`src/rtl/prio_irq_encoder.sv`:
```
// Registered N-input priority encoder with rising-edge request latching, masking and ack handshake.
// Build option PRIO_RR_EN selects rotating priority; undefined gives fixed highest-index priority.
module prio_irq_encoder #(
    parameter  int N = 4,
    localparam int W = $clog2(N)
) (
    input  logic         clk,
    input  logic         rst_n,
    input  logic [N-1:0] req,
    input  logic         mask_wr,
    input  logic [N-1:0] mask_in,
    input  logic         ack,
    output logic [W-1:0] code,
    output logic         valid,
    output logic [N-1:0] pending
);

    // state | meaning
    // IDLE  | no grant outstanding; grant the winner as soon as one is eligible
    // GRANT | code/valid frozen until the consumer acks
    typedef enum logic {IDLE, GRANT} state_t;

    state_t       state_q, state_nxt;
    logic [N-1:0] req_d, req_rise, clr, mask, eligible;
    logic [W-1:0] winner, code_nxt;
    logic         valid_nxt;

    assign req_rise = req & ~req_d;
    assign eligible = pending & ~mask;

    always_comb begin
        clr = '0;
        for (int k = 0; k < N; k++) begin
            clr[k] = ack & valid & (code == W'(k));
        end
    end

`ifdef PRIO_RR_EN
    logic [W-1:0] last;

    // Walk the order from lowest rank up so the last write is last-1, the top rank.
    always_comb begin
        winner = '0;
        for (int i = N; i >= 1; i--) begin
            if (eligible[(int'(last) + N - i) % N]) begin
                winner = W'((int'(last) + N - i) % N);
            end
        end
    end

    always_ff @(posedge clk or negedge rst_n) begin
        if (!rst_n) begin
            last <= '0;
        end else if (state_q == GRANT && ack) begin
            last <= code;
        end
    end
`else
    always_comb begin
        winner = '0;
        for (int k = 0; k < N; k++) begin
            if (eligible[k]) begin
                winner = W'(k);
            end
        end
    end
`endif

    always_ff @(posedge clk or negedge rst_n) begin
        if (!rst_n) begin
            state_q <= IDLE;
            code    <= '0;
            valid   <= 1'b0;
            pending <= '0;
            mask    <= '0;
            req_d   <= '0;
        end else begin
            state_q <= state_nxt;
            code    <= code_nxt;
            valid   <= valid_nxt;
            pending <= req_rise | (pending & ~clr);
            req_d   <= req;
            if (mask_wr) begin
                mask <= mask_in;
            end
        end
    end

    always_comb begin
        state_nxt = state_q;
        case (state_q)
            IDLE:    if (|eligible) state_nxt = GRANT;
            GRANT:   if (ack)       state_nxt = IDLE;
            default:                state_nxt = IDLE;
        endcase
    end

    always_comb begin
        code_nxt  = code;
        valid_nxt = 1'b0;
        case (state_q)
            IDLE: begin
                if (|eligible) begin
                    code_nxt  = winner;
                    valid_nxt = 1'b1;
                end
            end
            GRANT: begin
                valid_nxt = ~ack;
            end
            default: begin
                valid_nxt = 1'b0;
            end
        endcase
    end

endmodule

```
`config.mk`:
```
export PLATFORM = sky130hd
export DESIGN_NAME = prio_irq_encoder
export DESIGN_NICKNAME = d
export VERILOG_FILES = /design/src/rtl/prio_irq_encoder.sv
export SDC_FILE = /design/constraint.sdc
export NUM_CORES = 1
export LEC_CHECK = 0
export CAP_MARGIN = 20
export CORE_MARGIN = 2
export CORE_UTILIZATION = 47
export CTS_CLUSTER_SIZE = 28
export DETAILED_ROUTE_END_ITERATION = 7
export GPL_ROUTABILITY_DRIVEN = 1
export PLACE_DENSITY_LB_ADDON = 0.08
export SLEW_MARGIN = 30
export SYNTH_ARGS = -nofsm -noshare
export SYNTH_HDL_FRONTEND = slang
export SYNTH_SLANG_ARGS = --single-unit
export TNS_END_PERCENT = 30
```
`constraint.sdc`:
```
create_clock -name clk -period 1.6 [get_ports clk]
set_clock_uncertainty 0.1 [all_clocks]
set_input_delay 0.48 -clock clk [delete_from_list [all_inputs] [get_ports clk]]
set_output_delay 0.48 -clock clk [all_outputs]
set_load 0.005 [all_outputs]
```
=== After elaboration in Yosys (flattened, before gate mapping) ===
Index checks and enable logic that the tools add are counted.

* Multiplexer cells: 7
* Reductions and logical operators: 3
* Eq/ne operators: 3
* Bitwise operators: 14

{| class="wikitable"
|+ Operators with widths
! kind !! count
|-
| $and 4x4->4 || 3
|-
| $not 4->4 || 3
|-
| $and 1x1->1 || 5
|-
| $eq 2x2->1 const B || 2
|-
| $mux 2 || 2
|-
| $or 4x4->4 || 1
|-
| $pmux 1 s2 || 2
|-
| $reduce_or 4->1 || 1
|-
| $mux 1 || 3
|-
| $eq 2x1->1 const B || 1
|-
| $logic_not 2->1 || 1
|-
| $not 1->1 || 2
|-
| $reduce_and 2->1 || 1
|}

* Flip-flop bits (word level): 16
* Output and inout bits: 7
* Input port bits: 12
* Word-level logic and storage cells: 33

=== Depth between registers and ports, before layout ===
* Depth after elaboration: 5
* Gate-level depth with buffers: 4
* Depth with buffers taken out: 3

=== Least setup slack after synthesis ===
Ideal clock, no wire load.

* Kind: register to register
* From: reg state_q
* To: reg state_q
* Slack: 0.581 ns
* Arrival: 0.786 ns
* Library setup time: 0.133 ns
* Path buffers: 1
* Cell stages (with the launch flop): 4
* Period minus slack after synthesis: 1.019 ns
* Required time: 1.367 ns
* Cells stage by stage: dfrtp_1 buf_6 nor3_1 a32oi_1

* Cells in the longest elaborated chain, start to end: 2

{| class="wikitable"
|+ RTL lines
! element !! RTL line !! source
|-
| start, declared || 23 || <nowiki>state_t state_q, state_nxt;</nowiki>
|-
| start signal, assigned || 78 || <nowiki>state_q <= state_nxt;</nowiki>
|-
| $not 1->1 (no line) || -- ||
|-
| $pmux 1 s2 (*) || 91 || <nowiki>case (state_q)</nowiki>
|-
| net state_nxt || 23 ||
|}

Mark *: on every way through the listed nets, which the timed path passes. The rest lies on a longest branch.
A chain may end at the register's enable or synchronous reset.

=== Worst setup path after layout ===
* From: reg pending[1]
* To: out pending[1]

{| class="wikitable"
|+ RTL lines
! element !! RTL line !! source
|-
| start, declared || 15 || <nowiki>output logic [N-1:0] pending</nowiki>
|-
| start signal, assigned || 81 || <nowiki>pending <= req_rise | (pending & ~clr);</nowiki>
|}

No word-level cell between the ends.

==> run metrics <==
Avg Inst Size Synth between 10 and 15 µm²; CP max FO 2; top cell family by delay on the critical path flip-flops; sequential area share after synthesis 0.596; FF+latch count, synth 15; min cycle time layout ~1.5 ns; area leader, netlist dfrtp_1; height of the die just over 40 µm; number of remaining DRC errors 0; clock power share 0.175; Netlist cell types 18; Sw Pwr ~360 µW; NumNets Final 91; gr busiest metal met2; Sw Share 0.294; Fin. Hold Viols 0; Routed WL around 1000 µm; Worst setup EP type primary output; Syn Std Cell Area ~630 µm²; Global Route Usage Sum 0.143; drt via density between 4 and 5; RSZ-0062 raised after global routing no; first-pass GRT wire length ~1500 µm; register share of total power 0.413; worst ir drop on vdd approximately 0.66 mV; WP data required 1.02 ns; Synthesis Warnings 0; wire length per cell around 11 µm; CP max stage delay 0.39 ns; die width around 41 µm; fill count 100; Arr. time, crit path 0.92 ns; CTS root buffer clkbuf_4; hold path cells 1; Final Cycle Share 0.940; pwr dens between 1000 and 1500 mW/mm²; Hold-fix buffers, CTS 0; DIE AREA approximately 0.0016 mm²; Gate Count Post-Synth 49; Num Clock Sinks 15; slowest CP cell dfrtp_1; Syn Nets between 60 and 70; Initial Utilization 0.496; post-DP HPWL 794 µm; final hold slack 0.311 ns; grt met1 use 0.188; total vias in the final route approximately 440; crit-path cells dlygate4sd2_1; crit path kind reg2out; grt total ovfl 0; TritonCTS clock tree built; Critical Path Stages 1; Worst-Margin Slew between 0.15 and 0.2 ns; Clock Pin Slew Worst Setup and Hold Paths approximately 0.09 ns; Yosys top cell area share 0.596; DR pass1 iterations 2; Max Fclk between 600 and 700 MHz; number of global-route vias before repair roughly 380; normalized max-slew margin 0.881; grt met3 use 0.0500; CTS Buffer Depth 2; Hold Startpoint req_d[2]; combinational group share of total power 0.413; worst setup path start pending[1]; GRT met2 Usage 0.214; GPL Wtd Cong 0.727; row cnt 13; top cells by area, synth dfrtp_1 (60%), mux2_2 (7.2%), o21ai_1 (6.4%); largest net degree at the start of global routing 16; Starting DRT DRC Count 9; commonest non-fill, non-tap cell in the layout dfrtp_1; Critical Path Start Type flop; layout cells sized above 1 0.282; TritonCTS buffer count 3; Ports 19; Worst-Skew Late Latency about 0.27 ns; H-Tree Depth 1; max_cap viols 0; Min-Delay Path Class reg2reg; Setup Viol. Count Final 0; r2r startpoint pending[3]; Worst R2R Path Depth 4; Critical path buffers and inverters 1; total chip power roughly 1.2 mW; commonest cells after routing, fill and taps aside dfrtp_1 (15), clkdlybuf4s50_1 (11), o21ai_1 (8), buf_4 (8), dlygate4sd2_1 (7); post-route ant nets 0; Max Slew Vio Count 0; initial antenna violation count 0; ANT cells 0; leak pwr between 0.4 and 0.5 nW; Area Growth Syn to Fin 42.1%; status finished clean; Pint around 850 µW; number of port buffers 18; Core Region about 0.0013 mm²
==> cells in the mapped netlist (all sizes together) <==
master and instances:
dfrtp 15, o21ai 8, inv 6, mux2 4, nor2b 3, nand2b 2
nor2 2, o22ai 2, a21oi 1, a2bb2oi 1, a32oi 1, buf 1
nand3 1, nand3b 1, nor3 1
==> per-stage QoR <==
| step | instance area [µm²] | setup TNS (ns) | utilization | setup slack (ns) | instances |
|---|---|---|---|---|---|
| 6_report | 895 | 0 | 0.705 | 0.0966 | 93 |
| 4_1_cts | 895 | 0 | 0.705 | 0.0932 | 93 |
| 3_3_place_gp | 847 | 0 | 0.668 | 0.00176 | 85 |
| 2_1_floorplan | 629 | 0 | - | 0.581 | 49 |
| 3_5_place_dp | 847 | -0.0321 | 0.668 | -0.0129 | 85 |
| 5_1_grt | 895 | 0 | 0.705 | 0.0552 | 93 |
==> sequential cells by signal (all words and copies together) (netlist names) <==
| signal | flops |
|---|---|
| mask | 4 |
| pending | 4 |
| req_d | 4 |
| code | 2 |
| state_q | 1 |
==> path summary, 6_finish.rpt <==
kind                            slack (ns)    endpoint
worst min-delay path                  0.31  pending[2]
worst max register to register        0.44     state_q
max in group asynchronous             0.83  pending[2]
worst max-delay path                   0.1  pending[1]
min in group asynchronous             0.40    req_d[0]
worst min register to register        0.31  pending[2]
==> kinds of logic after synthesis <==
logic type,count (synthesis),share of synthesized area
AO/OA/AOI/OAI,13,0.139
buffers and inverters,7,0.0537
AND/OR/NAND/NOR,10,0.139
flip-flops,15,0.596
multiplexers,4,0.0716
==> power by group through the flow <==
stage	sequential, mW	clock, mW	combinational [mW]
2_1_floorplan	0.548	0	0.210
3_3_place_gp	0.522	0	0.474
3_5_place_dp	0.526	0	0.481
4_1_cts	0.500	0.211	0.508
5_1_grt	0.512	0.230	0.554
6_report	0.499	0.211	0.499
==> what timing repair did <==
| action | 4_1_cts | 5_1_grt |
|---|---|---|
| hold endpoints to repair | 0 | 0 |
| setup buffers | 4 | 0 |
| resized for setup | 7 | 0 |
| endpoints found under the setup margin | 7 | 0 |
==> final cells by class <==
type | instances | area [µm²] | share of cell area
Sequential cell | 15 | 375 | 0.420
Timing Repair Buffer | 26 | 231 | 0.259
Multi-Input combinational cell | 27 | 220 | 0.246
Clock buffer | 4 | 26.3 | 0.0294
Inverter | 6 | 22.5 | 0.0252
Tap cell | 15 | 18.8 | 0.0210
==> per-layer routing <==
metal	vias to the layer above	wire, µm
met1	204	452
met3	0	56
met2	14	489
met5	-	0
met4	0	0
li1	225	-
Power figures use the tool's default switching activity.
